==> config.mk <==
export PLATFORM = sky130hd
export DESIGN_NAME = enigma_key_sequencer
export DESIGN_NICKNAME = d
export VERILOG_FILES = /design/src/rtl/enigma_pkg.sv /design/src/rtl/enigma_onehot_decode.sv /design/src/rtl/enigma_key_sequencer.sv
export SDC_FILE = /design/constraint.sdc
export NUM_CORES = 1
export LEC_CHECK = 0
export ABC_AREA = 1
export BUFFER_PORTS_ARGS = -buffer_cell sky130_fd_sc_hd__buf_2
export CORE_MARGIN = 5
export CORE_UTILIZATION = 64
export CTS_BUF_LIST = sky130_fd_sc_hd__clkbuf_4 sky130_fd_sc_hd__clkbuf_8
export DETAILED_ROUTE_END_ITERATION = 7
export PLACE_DENSITY = 0.87
export REMOVE_ABC_BUFFERS = 1
export SETUP_SLACK_MARGIN = 0.5
export SYNTH_ARGS = -nofsm -noshare
export SYNTH_HDL_FRONTEND = slang
export SYNTH_SLANG_ARGS = --single-unit
==> constraint.sdc <==
create_clock -name clock -period 34.7 [get_ports clock]
set_clock_uncertainty 0.1 [all_clocks]
set_input_delay 1.735 -clock clock [delete_from_list [all_inputs] [get_ports clock]]
set_output_delay 1.735 -clock clock [all_outputs]
set_load 0.005 [all_outputs]
==> src/rtl/enigma_pkg.sv <==
// Shared types and constants for the Enigma front end: letter encoding,
// default notches, sequencer state encoding and the mod-26 position step.
package enigma_pkg;

  typedef logic [4:0] letter_t;

  localparam int      NUM_LETTERS = 26;
  localparam letter_t LAST_LETTER = 5'd25;
  localparam letter_t LETTER_ERR  = 5'd31;

  localparam letter_t
    LTR_A = 5'd0,  LTR_B = 5'd1,  LTR_C = 5'd2,  LTR_D = 5'd3,  LTR_E = 5'd4,
    LTR_F = 5'd5,  LTR_G = 5'd6,  LTR_H = 5'd7,  LTR_I = 5'd8,  LTR_J = 5'd9,
    LTR_K = 5'd10, LTR_L = 5'd11, LTR_M = 5'd12, LTR_N = 5'd13, LTR_O = 5'd14,
    LTR_P = 5'd15, LTR_Q = 5'd16, LTR_R = 5'd17, LTR_S = 5'd18, LTR_T = 5'd19,
    LTR_U = 5'd20, LTR_V = 5'd21, LTR_W = 5'd22, LTR_X = 5'd23, LTR_Y = 5'd24,
    LTR_Z = 5'd25;

  localparam letter_t DEFAULT_NOTCH_R = LTR_V;
  localparam letter_t DEFAULT_NOTCH_M = LTR_E;

  typedef enum logic [1:0] {
    S_IDLE,
    S_STEP,
    S_DRIVE,
    S_CAPTURE
  } seq_state_t;

  function automatic logic legal_letter(input letter_t l);
    return (l <= LAST_LETTER);
  endfunction

  function automatic letter_t inc26(input letter_t p);
    return (p >= LAST_LETTER) ? LTR_A : letter_t'(p + 5'd1);
  endfunction

endpackage

==> src/rtl/enigma_onehot_decode.sv <==
// Combinational 26-bit lamp/rotor vector to letter index, with a flag that
// is high only when exactly one bit is set.
module enigma_onehot_decode
  import enigma_pkg::*;
(
  input  logic [NUM_LETTERS-1:0] vec,
  output letter_t                index,
  output logic                   one_hot
);

  logic [4:0] hits;

  always_comb begin
    index = LTR_A;
    hits  = 5'd0;
    for (int i = 0; i < NUM_LETTERS; i++) begin
      if (vec[i]) begin
        index = letter_t'(i);
        hits  = hits + 5'd1;
      end
    end
    one_hot = (hits == 5'd1);
  end

endmodule

==> src/rtl/enigma_key_sequencer.sv <==
// Key sequencer: steps the rotors (with middle-rotor double-step), drives the
// one-hot key into the rotor chain, waits for it to settle and reports the lamp.
module enigma_key_sequencer
  import enigma_pkg::*;
#(
  parameter letter_t NOTCH_R       = DEFAULT_NOTCH_R,
  parameter letter_t NOTCH_M       = DEFAULT_NOTCH_M,
  parameter int      SETTLE_CYCLES = 2
) (
  input  logic                   clock,
  input  logic                   reset,
  input  logic                   key_valid,
  input  letter_t                key_letter,
  output logic                   key_ready,
  input  logic                   load,
  input  letter_t                load_l,
  input  letter_t                load_m,
  input  letter_t                load_r,
  output letter_t                pos_l,
  output letter_t                pos_m,
  output letter_t                pos_r,
  output logic                   rot_set,
  output logic                   rotate_l,
  output logic                   rotate_m,
  output logic                   rotate_r,
  output logic [NUM_LETTERS-1:0] rotor_in,
  input  logic [NUM_LETTERS-1:0] rotor_out,
  output logic                   lamp_valid,
  output letter_t                lamp_letter,
  output logic                   error
);

  localparam int CNT_W = (SETTLE_CYCLES > 1) ? $clog2(SETTLE_CYCLES) : 1;

  seq_state_t       state, state_next;
  logic [CNT_W-1:0] settle_cnt;
  letter_t          key_q;
  logic             key_fire, load_fire, bad_key;
  letter_t          dec_index;
  logic             dec_one_hot;

  enigma_onehot_decode u_decode (
    .vec     (rotor_out),
    .index   (dec_index),
    .one_hot (dec_one_hot)
  );

  always_ff @(posedge clock) begin
    if (reset) state <= S_IDLE;
    else       state <= state_next;
  end

  always_comb begin
    state_next = state;
    key_fire   = 1'b0;
    load_fire  = 1'b0;
    bad_key    = 1'b0;
    unique case (state)
      S_IDLE: begin
        if (load) begin
          load_fire = 1'b1;
        end else if (key_valid) begin
          if (legal_letter(key_letter)) begin
            key_fire   = 1'b1;
            state_next = S_STEP;
          end else begin
            bad_key = 1'b1;
          end
        end
      end
      S_STEP:    state_next = S_DRIVE;
      S_DRIVE:   if (settle_cnt == '0) state_next = S_CAPTURE;
      S_CAPTURE: state_next = S_IDLE;
      default:   state_next = S_IDLE;
    endcase
  end

  // Registered outputs; rotate pulses are computed from the positions seen at
  // key acceptance and applied to the positions at the end of STEP.
  always_ff @(posedge clock) begin
    if (reset) begin
      key_ready   <= 1'b1;
      pos_l       <= LTR_A;
      pos_m       <= LTR_A;
      pos_r       <= LTR_A;
      rot_set     <= 1'b0;
      rotate_l    <= 1'b0;
      rotate_m    <= 1'b0;
      rotate_r    <= 1'b0;
      rotor_in    <= '0;
      lamp_valid  <= 1'b0;
      lamp_letter <= LTR_A;
      error       <= 1'b0;
      key_q       <= LTR_A;
      settle_cnt  <= '0;
    end else begin
      key_ready  <= (state_next == S_IDLE);
      rot_set    <= load_fire;
      error      <= bad_key;
      lamp_valid <= 1'b0;
      rotate_l   <= 1'b0;
      rotate_m   <= 1'b0;
      rotate_r   <= 1'b0;

      if (load_fire) begin
        pos_l <= legal_letter(load_l) ? load_l : LTR_A;
        pos_m <= legal_letter(load_m) ? load_m : LTR_A;
        pos_r <= legal_letter(load_r) ? load_r : LTR_A;
      end

      if (key_fire) begin
        key_q    <= key_letter;
        rotate_r <= 1'b1;
        rotate_m <= (pos_r == NOTCH_R) || (pos_m == NOTCH_M);
        rotate_l <= (pos_m == NOTCH_M);
      end

      unique case (state)
        S_STEP: begin
          if (rotate_r) pos_r <= inc26(pos_r);
          if (rotate_m) pos_m <= inc26(pos_m);
          if (rotate_l) pos_l <= inc26(pos_l);
          rotor_in   <= NUM_LETTERS'(1) << key_q;
          settle_cnt <= CNT_W'(SETTLE_CYCLES - 1);
        end
        S_DRIVE: begin
          if (settle_cnt != '0) settle_cnt <= settle_cnt - 1'b1;
        end
        S_CAPTURE: begin
          rotor_in   <= '0;
          lamp_valid <= 1'b1;
          if (dec_one_hot) begin
            lamp_letter <= dec_index;
          end else begin
            lamp_letter <= LETTER_ERR;
            error       <= 1'b1;
          end
        end
        default: ;
      endcase
    end
  end

endmodule

=== Word-level counts from Yosys, hierarchy flattened ===
Index checks and enable logic that the tools add are counted.

* Register bits: 61
* Bits of input ports: 50
* Output and inout bits: 53
* Word-level logic and storage cells: 154

* $add $sub $neg: 29
* $lt $le $gt $ge: 7
* Equality and inequality tests: 6
* Shift operators: 1
* Mux-type cells: 89
* Bitwise operators: 1
* Reductions and logical operators: 6

{| class="wikitable"
|+ Operators by type and width
! kind !! number
|-
| 5-bit 2-to-1 mux || 51
|-
| 5-bit by 1-bit adder with 5-bit output, second input constant || 27
|-
| 26-bit case mux with 2 select lines || 1
|-
| 4-bit 2-to-1 mux || 8
|-
| 1-bit by 5-bit << shifter with 26-bit output, first input constant || 1
|-
| 5-bit <= comparator, second input constant || 4
|-
| 1-bit 2-to-1 mux || 17
|-
| 5-bit greater-or-equal comparator, second input constant || 3
|-
| 2-bit 2-to-1 mux || 6
|-
| 3-bit 2-to-1 mux || 4
|-
| 2-bit case mux with 4 select lines || 1
|-
| 5-bit by 1-bit equality test with 1-bit output, second input constant || 1
|-
| 5-bit by 3-bit equality test with 1-bit output, second input constant || 1
|-
| 5-bit equality test, second input constant || 1
|-
| 2-bit equality test, second input constant || 2
|-
| 2-bit logical NOT || 2
|-
| 2-bit nonzero test || 2
|-
| 1-bit by 1-bit adder with 2-bit output, second input constant || 1
|-
| 2-bit by 1-bit equality test with 1-bit output, second input constant || 1
|-
| 1-bit case mux with 2 select lines || 1
|-
| 2-bit OR reduction || 1
|-
| 1-bit logical OR || 1
|-
| 1-bit NOT || 1
|-
| 1-bit subtractor, second input constant || 1
|}

=== Logic depth before layout (Yosys ltp) ===
Gate-level depths: netlist of run 1.

* Depth in word-level cells: 54
* Depth in mapped cells: 89
* Mapped depth without buffers: 89

=== By module ===
From an unflattened synthesis of run 1, not the netlist that was laid out.

* Cell total of the unflattened synthesis: 1086
* Area, all modules: 6577.6 um^2

{| class="wikitable"
|+ Modules (own cells, without submodules)
! module !! times used !! cells an instance !! area each (um^2)
|-
| enigma_onehot_decode || 1 || 652 || 3495.9
|-
| enigma_key_sequencer || 1 || 434 || 3081.7
|}

=== Worst setup path before layout of run 1 ===
Ideal clock, no wire load.

* Path kind: in2reg
* From: input port rotor_out[0]
* To: register lamp_letter[3]
* Arrival: 14.308 ns
* Data required time: 34.491 ns
* Setup slack: 20.184 ns
* Stages: 88
* Path through: inv_1 -> ha_1 -> inv_1 -> nand2_2 -> nand2_1 -> inv_1 -> ha_1 -> nand2_1 -> nand2_1 -> ha_1 -> or2_1 -> nand2_1 -> inv_1 -> ha_1 -> nand2_1 -> nand2_2 -> ha_1 -> nand2_1 -> [... 52 more ...] -> or2_2 -> nand2_1 -> inv_1 -> ha_1 -> nand2_1 -> o21ai_1 -> ha_1 -> or2_2 -> o21ai_0 -> inv_1 -> ha_1 -> or2_2 -> o21ai_1 -> nand2_1 -> nor2_4 -> nand3_1 -> nand2_1 -> inv_1

* Word-level cells in the longest chain between the ends: 53

{| class="wikitable"
|+ Ends and longest elaborated chain
! element !! RTL line !! RTL
|-
| start: declaration || enigma_key_sequencer.sv:27 || <nowiki>input logic [NUM_LETTERS-1:0] rotor_out,</nowiki>
|-
| 1-bit 2-to-1 mux * || enigma_onehot_decode.sv:17 || <nowiki>if (vec[i]) begin</nowiki>
|-
| 1-bit by 1-bit adder with 2-bit output || enigma_onehot_decode.sv:19 || <nowiki>hits = hits + 5'd1;</nowiki>
|-
| 5-bit 2-to-1 mux * || enigma_onehot_decode.sv:17 ||
|-
| 5-bit by 1-bit adder with 5-bit output || enigma_onehot_decode.sv:19 ||
|-
| 5-bit 2-to-1 mux * || enigma_onehot_decode.sv:17 ||
|-
| 5-bit by 1-bit adder with 5-bit output || enigma_onehot_decode.sv:19 ||
|-
| 5-bit 2-to-1 mux * || enigma_onehot_decode.sv:17 ||
|-
| 5-bit by 1-bit adder with 5-bit output || enigma_onehot_decode.sv:19 ||
|-
| [... 37 more ...] || n/a ||
|-
| 5-bit by 1-bit adder with 5-bit output || enigma_onehot_decode.sv:19 ||
|-
| 5-bit 2-to-1 mux * || enigma_onehot_decode.sv:17 ||
|-
| 5-bit by 1-bit adder with 5-bit output || enigma_onehot_decode.sv:19 ||
|-
| 5-bit 2-to-1 mux * || enigma_onehot_decode.sv:17 ||
|-
| 5-bit by 1-bit adder with 5-bit output || enigma_onehot_decode.sv:19 ||
|-
| 5-bit 2-to-1 mux * || enigma_onehot_decode.sv:17 ||
|-
| 5-bit by 1-bit equality test with 1-bit output * || enigma_onehot_decode.sv:22 || <nowiki>one_hot = (hits == 5'd1);</nowiki>
|-
| 5-bit 2-to-1 mux * || enigma_key_sequencer.sv:132 || <nowiki>if (dec_one_hot) begin</nowiki>
|-
| end signal: assignment || enigma_key_sequencer.sv:133 || <nowiki>lamp_letter <= dec_index;</nowiki>
|-
| end: declaration || enigma_key_sequencer.sv:29 || <nowiki>output letter_t lamp_letter,</nowiki>
|}

Mark *: on every way between the ends. The rest lies on a longest branch, timed or not.
A chain may end at the register's enable or synchronous reset.

=== Worst setup path after layout of run 1 ===
* From: input port rotor_out[0]
* To: register lamp_letter[0]

Same word-level chain as after synthesis.

==> results of run 1 <==
==> report_power, final <==
part           internal (mW)  switching (mW)  leakage, nW
clock network         0.0397          0.0265        0.109
registers             0.0774         0.00882        0.495
logic                 0.0744           0.128         3.35
total                  0.192           0.164         3.96
==> stage by stage <==
stage,cells,hold slack [ns]
after floorplan,1003,0.356
after global placement,1218,0.351
after detailed placement,1218,0.354
after CTS,1234,0.364
after global routing,1234,0.383
final,1234,0.364
==> worst reg2reg max path: cells and delay by family (launching register included) <==
family / cells / cell delay [ns]
compound gates: 2 / 0.35
fa+ha+maj: 1 / 0.23
buf+inv: 2 / 0.61
flops: 1 / 0.36
simple gates: 2 / 0.58
==> cell families (layout without fill, tap and decap cells) <==
family                     Yosys count  in the layout  synth area share (%)
buffers and inverters              202            307                  12.8
DFF                                 61             61                  20.4
AOI/OAI and AO/OA                  118            118                  11.3
and+or+nand+nor                    597            597                  47.2
adders and majority gates           37             37                  7.74
xor gates and xnor gates             3              3                 0.440
==> worst paths after layout <==
| kind | startpoint | to | depth (start not counted) |
|---|---|---|---|
| setup / recovery | rotor_out[0] | lamp_letter[0] | 89 |
| hold / removal | rotor_in[19] | rotor_in[19] | 2 |
| setup reg to reg | state[0] | pos_m[4] | 7 |
| hold reg to reg | rotor_in[19] | rotor_in[19] | 2 |
==> state kept, by name, indices dropped and copies added (netlist names) <==
register,cells
lamp_letter,5
rotate_r,1
rotor_in,26
pos_m,5
key_q,5
rot_set,1
lamp_valid,1
rotate_l,1
error,1
rotate_m,1
state,2
pos_l,5
settle_cnt,1
pos_r,5
key_ready,1
==> final cells by class <==
| class | instances | area share, % |
|---|---|---|
| multi-input cells | 755 | 58.7 |
| flip-flops and latches | 61 | 18.0 |
| inverters | 187 | 10.3 |
| repair buffers | 104 | 7.74 |
| clock buffers | 13 | 2.54 |
| well taps | 111 | 2.04 |
| clock inverters | 3 | 0.626 |
==> cell usage in the layout, fill, tap and decap left out, types with 20 or more instances in the layout <==
cell | netlist | layout
ha_1 | 37 | 37
nand2_2 | 60 | 60
inv_1 | 174 | 174
nand3_2 | 20 | 20
nand2_1 | 295 | 295
dfxtp_1 | 61 | 61
buf_2 | 0 | 102
nor2_1 | 66 | 66
o21ai_0 | 27 | 27
a21oi_1 | 48 | 48
nand3_1 | 87 | 87
==> routing by layer <==
metal  track usage (%)  vias to the layer above  share of wire, %
li1                  -                     3462                 -
met1              31.4                     2824                44
met2              45.5                      152                49
met3              4.70                       20               5.5
met4              5.39                        0               1.2
met5                 0                        -                 0
==> results.toml, run 1 <==
[status]
outcome = "finished clean"

[clock_tree]
cts_buffers = 9
cts_post_setup_buffers_inserted = 0
path_clk_slew_ns = 0.07
cts_resized = 0
cts_tree = "done"
cts_htree_levels = 3
clock_path_buffers = 2
cts.sinks = 61
hold_buffers = 0
cts-root-buf = "clkbuf_8"
clkLatencyLatePin_ns = 0.33

[floorplan]
die_y_um = 107
die-area_mm2 = 0.0114
start_util_pct = 65.3
coreArea_mm2 = 0.00915
ioPinCount = 103
die_x_um = 107
row_count = 35

[finish]
nNetsFinal = 1205
finish.utilization_pct = 74.2
postLayoutCellArea_mm2 = 0.00679
fillers = 807
register_area_mm2 = 0.00122
drive_above_1_share_pct = 20.3
multi_input_area_mm2 = 0.00399
area_growth_pct = 13.6
num_antenna_cells = 0

[logic_synthesis]
yosys_warnings = 0
syn_area_mm2 = 0.00598
post-synth-top-count-cell = "nand2_1"
yosys.area.top_type = "dfxtp_1"
synth_seq_area_share_pct = 20.4
synth-edff-count = 0
synth_cell_types = 36
syn_inst = 1018
synthTopCellsByCount = "295 x nand2_1, 174 x inv_1, 87 x nand3_1"
syn_area_per_cell_um2 = 5.87
synthFlopType = "dfxtp_1"
synth.top_cell.area_share_pct = 20.4
synth-seq-cells = 61
ys_top_cells_by_area = "dfxtp_1 20%, nand2_1 19%, inv_1 11%"
synthArstFlopShare_pct = 0

[worst_setup_path]
worstPathArrival_ns = 15.11
worstSetupPathType = "input pin to register"
critPathMaxFanout = 6
start_kind = "input pin"
crit_slowest_cell = "ha_1"
endpoint_kind = "register"
r2r_setup_slack_ns = 32.40
max_stage_delay_ns = 0.34
crit_required_ns = 34.83
worst-path-buf-inv = 13
cp_top_family = "adder cells"

[drt]
vias_per_cell = 5.23
avgRoutedWirePerCell_um = 11.3
drc = 0
ant_nets = 0
drt_iter0_drc = 345
dr.pass1.iters = 5
drt-total-wl_um = 14000
vias = 6458

[power]
vdd_drop_max_mv = 0.0319
power_leakage_nw = 3.96
power_uw = 355
powerDensity_mw_per_mm2 = 52.3

[global_route]
grt_pass1_vias = 6016
grt_pass1_wl_um = 24700
track_usage_pct = 25.3
grt_overflow_total = 0
grt_max_degree = 50
antenna_found_initial = 0

[timing]
fmax_mhz = 66.7
fin_tns_setup_ns = 0
hold_viol = 0
finalWorstSetupSlack_ns = 19.72
rsz0062_at_grt = "no"
tightest_slew_ns = 1.20
slew_headroom_pct = 19.1
setup_viol = 0
maxSlewViolCount = 0
min_period_ns = 14.98
finalCritPeriodShare_pct = 43.2

[placement]
place_area_mm2 = 0.00658
place_congestion = 0.888
place_hpwl_um = 11100
place_ws_ns = 19.33
io_buffers = 102

[flow_run]
cap_violations = 0

[hold_path]
hold_class = "register to register"
(Power assumes the default switching activity.)
==> inputs of run 2 (changes only) <==
ABC_AREA = 0   (was 1)
CORE_UTILIZATION = 54   (was 64)
PLACE_DENSITY = 0.78   (was 0.87)
clock period = 12.3 ns   (was 34.7 ns; I/O delays follow)
==> results.toml, run 2 <==
[logic_synthesis]
yosys_warnings = 0
synth-seq-cells = 61
yosys.area.top_type = "dfxtp_1"
synth_cell_types = 74
syn_area_mm2 = 0.00602
post-synth-top-count-cell = "nor2_1"
syn_area_per_cell_um2 = 7.94
synth_seq_area_share_pct = 20.3
ys_top_cells_by_area = "dfxtp_1 20%, ha_1 7.7%, xnor2_1 7.0%"
synthFlopType = "dfxtp_1"
synth-edff-count = 0
synthArstFlopShare_pct = 0
synth.top_cell.area_share_pct = 20.3
synthTopCellsByCount = "94 x nor2_1, 66 x nand2_1, 61 x dfxtp_1"
syn_inst = 758

[floorplan]
row_count = 38
ioPinCount = 103
coreArea_mm2 = 0.0109
die-area_mm2 = 0.0134
die_y_um = 116
start_util_pct = 55.3
die_x_um = 116

[finish]
final_cell_mix = "101 x buf_4, 100 x buf_2, 92 x nor2_1"
nNetsFinal = 1029
area_growth_pct = 35.7
max_flop_register = "rotor_in"
final_common_cell = "buf_4"
largest_reg_flops = 26
final_cells = 1087
num_antenna_cells = 0
drive_above_1_share_pct = 34.8
fillers = 747

[worst_setup_path]
critPathMaxFanout = 4
worstPathArrival_ns = 13.98
cp_top_family = "adder cells"
max_stage_delay_ns = 0.32
r2r_cells = 6
crit_required_ns = 12.36
worst-path-buf-inv = 12
worstSetupPathType = "input pin to register"
endpoint_kind = "register"
start_kind = "input pin"
crit_slowest_cell = "a221o_1"
crit_top_cell = "ha_4"
path_depth = 85

[status]
outcome = "finished, violations left"
violations = "negative setup slack"

[clock_tree]
cts-root-buf = "clkbuf_8"
clkLatencyLatePin_ns = 0.33
cts_tree = "done"
cts.sinks = 61
cts_buffers = 9
path_clk_slew_ns = 0.07
clock_path_buffers = 2
cts_htree_levels = 3

[placement]
placed_cells = 1033
place_congestion = 0.909
place_hpwl_um = 12300
io_buffers = 102

[drt]
ant_nets = 0
dr.pass1.iters = 6
drt-total-wl_um = 18500
drc = 0
avgRoutedWirePerCell_um = 17.0
vias_per_cell = 5.95
vias = 6465
drt_iter0_drc = 617

[timing]
rsz0062_at_grt = "yes"
slew_headroom_pct = 17.2
min_period_ns = 13.91
tightest_slew_ns = 1.23
finalWorstSetupSlack_ns = -1.61
hold_viol = 0
maxSlewViolCount = 0
finalCritPeriodShare_pct = 113
fmax_mhz = 71.9
setup_viol = 6

[global_route]
grt_pass1_wl_um = 28200
track_usage_pct = 25.5
antenna_found_initial = 0
grt_max_degree = 61
grt_pass1_vias = 6311
grt_overflow_total = 0

[flow_run]
cap_violations = 0

[hold_path]
hold_class = "register to register"
holdPathStages = 2
## run 2: changes by cell type after synthesis, sizes merged, moves of 14 or more
| cell | delta |
|---|---|
| and2 | +14 |
| nand2 | -290 |
| xor2 | +25 |
| nor2 | +23 |
| a22oi | +24 |
| inv | -145 |
| xnor2 | +56 |
| clkbuf | +17 |
| nand3 | -80 |
## run 2: layer usage
metal / global-route usage [%] / routed length (um) / up-vias
met3: 2.87 / 1160 / 52
li1: - / - / 3093
met1: 30.1 / 7300 / 3026
met5: 0 / 0 / -
met4: 11.6 / 604 / 0
met2: 46.0 / 9390 / 294
## run 2: layout make-up
class	instances	area (um^2)	area share, %
Inverter	39	159	1.94
Tap cell	140	175	2.14
Clock inverter	6	86.3	1.06
Multi-Input combinational cell	622	5040	61.6
Clock buffer	10	138	1.68
Sequential cell	61	1220	14.9
Timing Repair Buffer	209	1360	16.6
## run 2: kinds of logic (layout without fill, tap and decap cells)
family / Yosys count / in the layout / synth area share, %
buf+inv: 75 / 264 / 4.97
flops: 61 / 61 / 20.3
compound gates: 192 / 192 / 21.8
mux: 16 / 16 / 2.74
simple gates: 276 / 276 / 22.0
xor+xnor: 100 / 100 / 20.3
fa+ha+maj: 38 / 38 / 7.85
## run 2: worst min-delay path, stage by stage (launching register included)
cell     delay, ns
dfxtp_1       0.32
a22oi_1       0.07
nor2_1        0.07
## run 2: through the flow
step	utilization (%)	TNS (ns)	hold WS (ns)	cell area (um^2)	setup WS [ns]
after floorplan	-	-13.09	0.369	5870	-2.32
after global placement	65.0	-12.72	0.377	7070	-2.23
after detailed placement	65.0	-16.82	0.393	7070	-2.92
after CTS	72.4	-9.30	0.410	7880	-1.67
after global routing	75.1	-12.04	0.447	8170	-2.09
final	75.1	-9.12	0.405	8170	-1.61
## run 2: path summary, 6_finish.rpt
kind	endpoint	startpoint	slack, ns
setup reg to reg	rotor_in[23]	state[1]	10.09
hold reg to reg	rotor_in[0]	rotor_in[0]	0.41
hold / removal	rotor_in[0]	rotor_in[0]	0.41
setup / recovery	error	rotor_out[1]	-1.61
## run 2: repair_timing
item	4_1_cts	5_1_grt
buffers inserted	29	9
endpoints found under the setup margin	6	6
resized for setup	73	36
hold buffers	0	0
cloned	0	0
pin swaps	40	40
Power of run 2 is not shown: default switching activity piles up to over one toggle a cycle in this logic, so the estimate is an artifact.
==> inputs of run 3 (changes only) <==
REMOVE_ABC_BUFFERS = default   (was 1)
==> results.toml, run 3 (synthesized netlist as in run 2, its figures left out) <==
[worst_setup_path]
r2r_setup_slack_ns = 10.22
r2r_start = "state[0]"
critPathMaxFanout = 3
crit_top_cell = "ha_4"
worstPathArrival_ns = 14.20
start_kind = "input pin"
r2r_cells = 6
max_stage_delay_ns = 0.39
r2r_end = "rotor_in[23]"
crit_required_ns = 12.37
worstSetupPathType = "input pin to register"
crit_slowest_cell = "a221o_1"
endpoint_kind = "register"
cp_top_family = "adder cells"
worst-path-buf-inv = 11

[hold_path]
hold_class = "register to register"
whs_endpoint = "settle_cnt"
holdPathStages = 2
hp-start = "settle_cnt"

[floorplan]
coreArea_mm2 = 0.0109
start_util_pct = 55.3
die_y_um = 116
ioPinCount = 103
row_count = 38
die_x_um = 116
die-area_mm2 = 0.0134

[global_route]
grt_pass1_wl_um = 29100
grt_max_degree = 61
antenna_found_initial = 1
grt_pass1_vias = 6384
track_usage_pct = 26.3
grt_overflow_total = 0

[timing]
setup_viol = 6
slew_headroom_pct = 5.16
hold_viol = 0
min_period_ns = 14.13
hold_ws_ns = 0.404
tightest_slew_ns = 1.41
maxSlewViolCount = 0
finalWorstSetupSlack_ns = -1.83
rsz0062_at_grt = "yes"
finalCritPeriodShare_pct = 115
fmax_mhz = 70.8

[finish]
drive_above_1_share_pct = 35.9
num_antenna_cells = 0
nNetsFinal = 1040
finish.utilization_pct = 75.6
largest_reg_flops = 26
fillers = 765
max_flop_register = "rotor_in"
final_cell_mix = "114 x buf_4, 100 x buf_2, 91 x nor2_1"
area_growth_pct = 36.6
final_common_cell = "buf_4"

[drt]
drc = 0
avgRoutedWirePerCell_um = 16.9
ant_nets = 0
dr.pass1.iters = 6
vias_per_cell = 5.96
drt_iter0_drc = 559
drt-total-wl_um = 18500
vias = 6530

[clock_tree]
clkLatencyLatePin_ns = 0.34
cts-root-buf = "clkbuf_8"
cts_buffers = 9
cts_htree_levels = 3
path_clk_slew_ns = 0.06
cts_tree = "done"
clock_path_buffers = 2
cts.sinks = 61

[placement]
place_hpwl_um = 12700
place_ws_ns = -2.43
io_buffers = 102
place_congestion = 0.908

[logic_synthesis]
syn_nets = 845

[status]
violations = "negative setup slack"
outcome = "finished, violations left"

[flow_run]
cap_violations = 0
run 3: final cells by class:
type	instances	area [um^2]	area share, %
clock buffers	12	159	1.93
clock inverters	2	10.0	0.122
inverters	39	161	1.96
multi-input cells	622	5070	61.6
flip-flops and latches	61	1220	14.8
well taps	140	175	2.13
repair buffers	220	1430	17.4
run 3: metrics by stage:
stage | TNS, ns | instance area, um^2 | instances
floorplan | -11.13 | 6270 | 758
global placement | -10.33 | 7330 | 1034
detailed placement | -13.90 | 7330 | 1034
CTS | -8.01 | 7940 | 1085
global route | -13.36 | 8230 | 1096
finish | -10.56 | 8230 | 1096
run 3: routing by layer:
layer,vias to the layer above,part of all wire [%],GRT usage (%)
met5,-,0.038,0
met4,2,3.1,8.84
met3,55,6.3,4.44
met2,268,52,49.4
met1,3086,39,30.1
li1,3119,-,-
run 3: how the worst max path moves through the flow:
stage                  from  endpoint  cells after the start
3_5_place_dp   rotor_out[0]     error                     82
3_3_place_gp   rotor_out[0]     error                     82
2_1_floorplan  rotor_out[0]     error                     81
6_report       rotor_out[1]     error                     84
4_1_cts        rotor_out[1]     error                     82
5_1_grt        rotor_out[0]     error                     84
run 3: worst reg2reg max path, delay by kind of cell, from the launching register on:
kind	cells	cell delay, ns
simple gates	3	0.79
fa+ha+maj	1	0.37
flops	1	0.33
buf+inv	1	0.22
compound gates	1	0.19
run 3: repair_timing:
action	in CTS	in global routing
hold endpoints to repair	0	0
setup buffers	37	11
hold buffers	0	0
gates resized for setup	28	38
endpoints found under the setup margin	6	6
pin swaps	43	39
Power of run 3 is left out for the same reason.
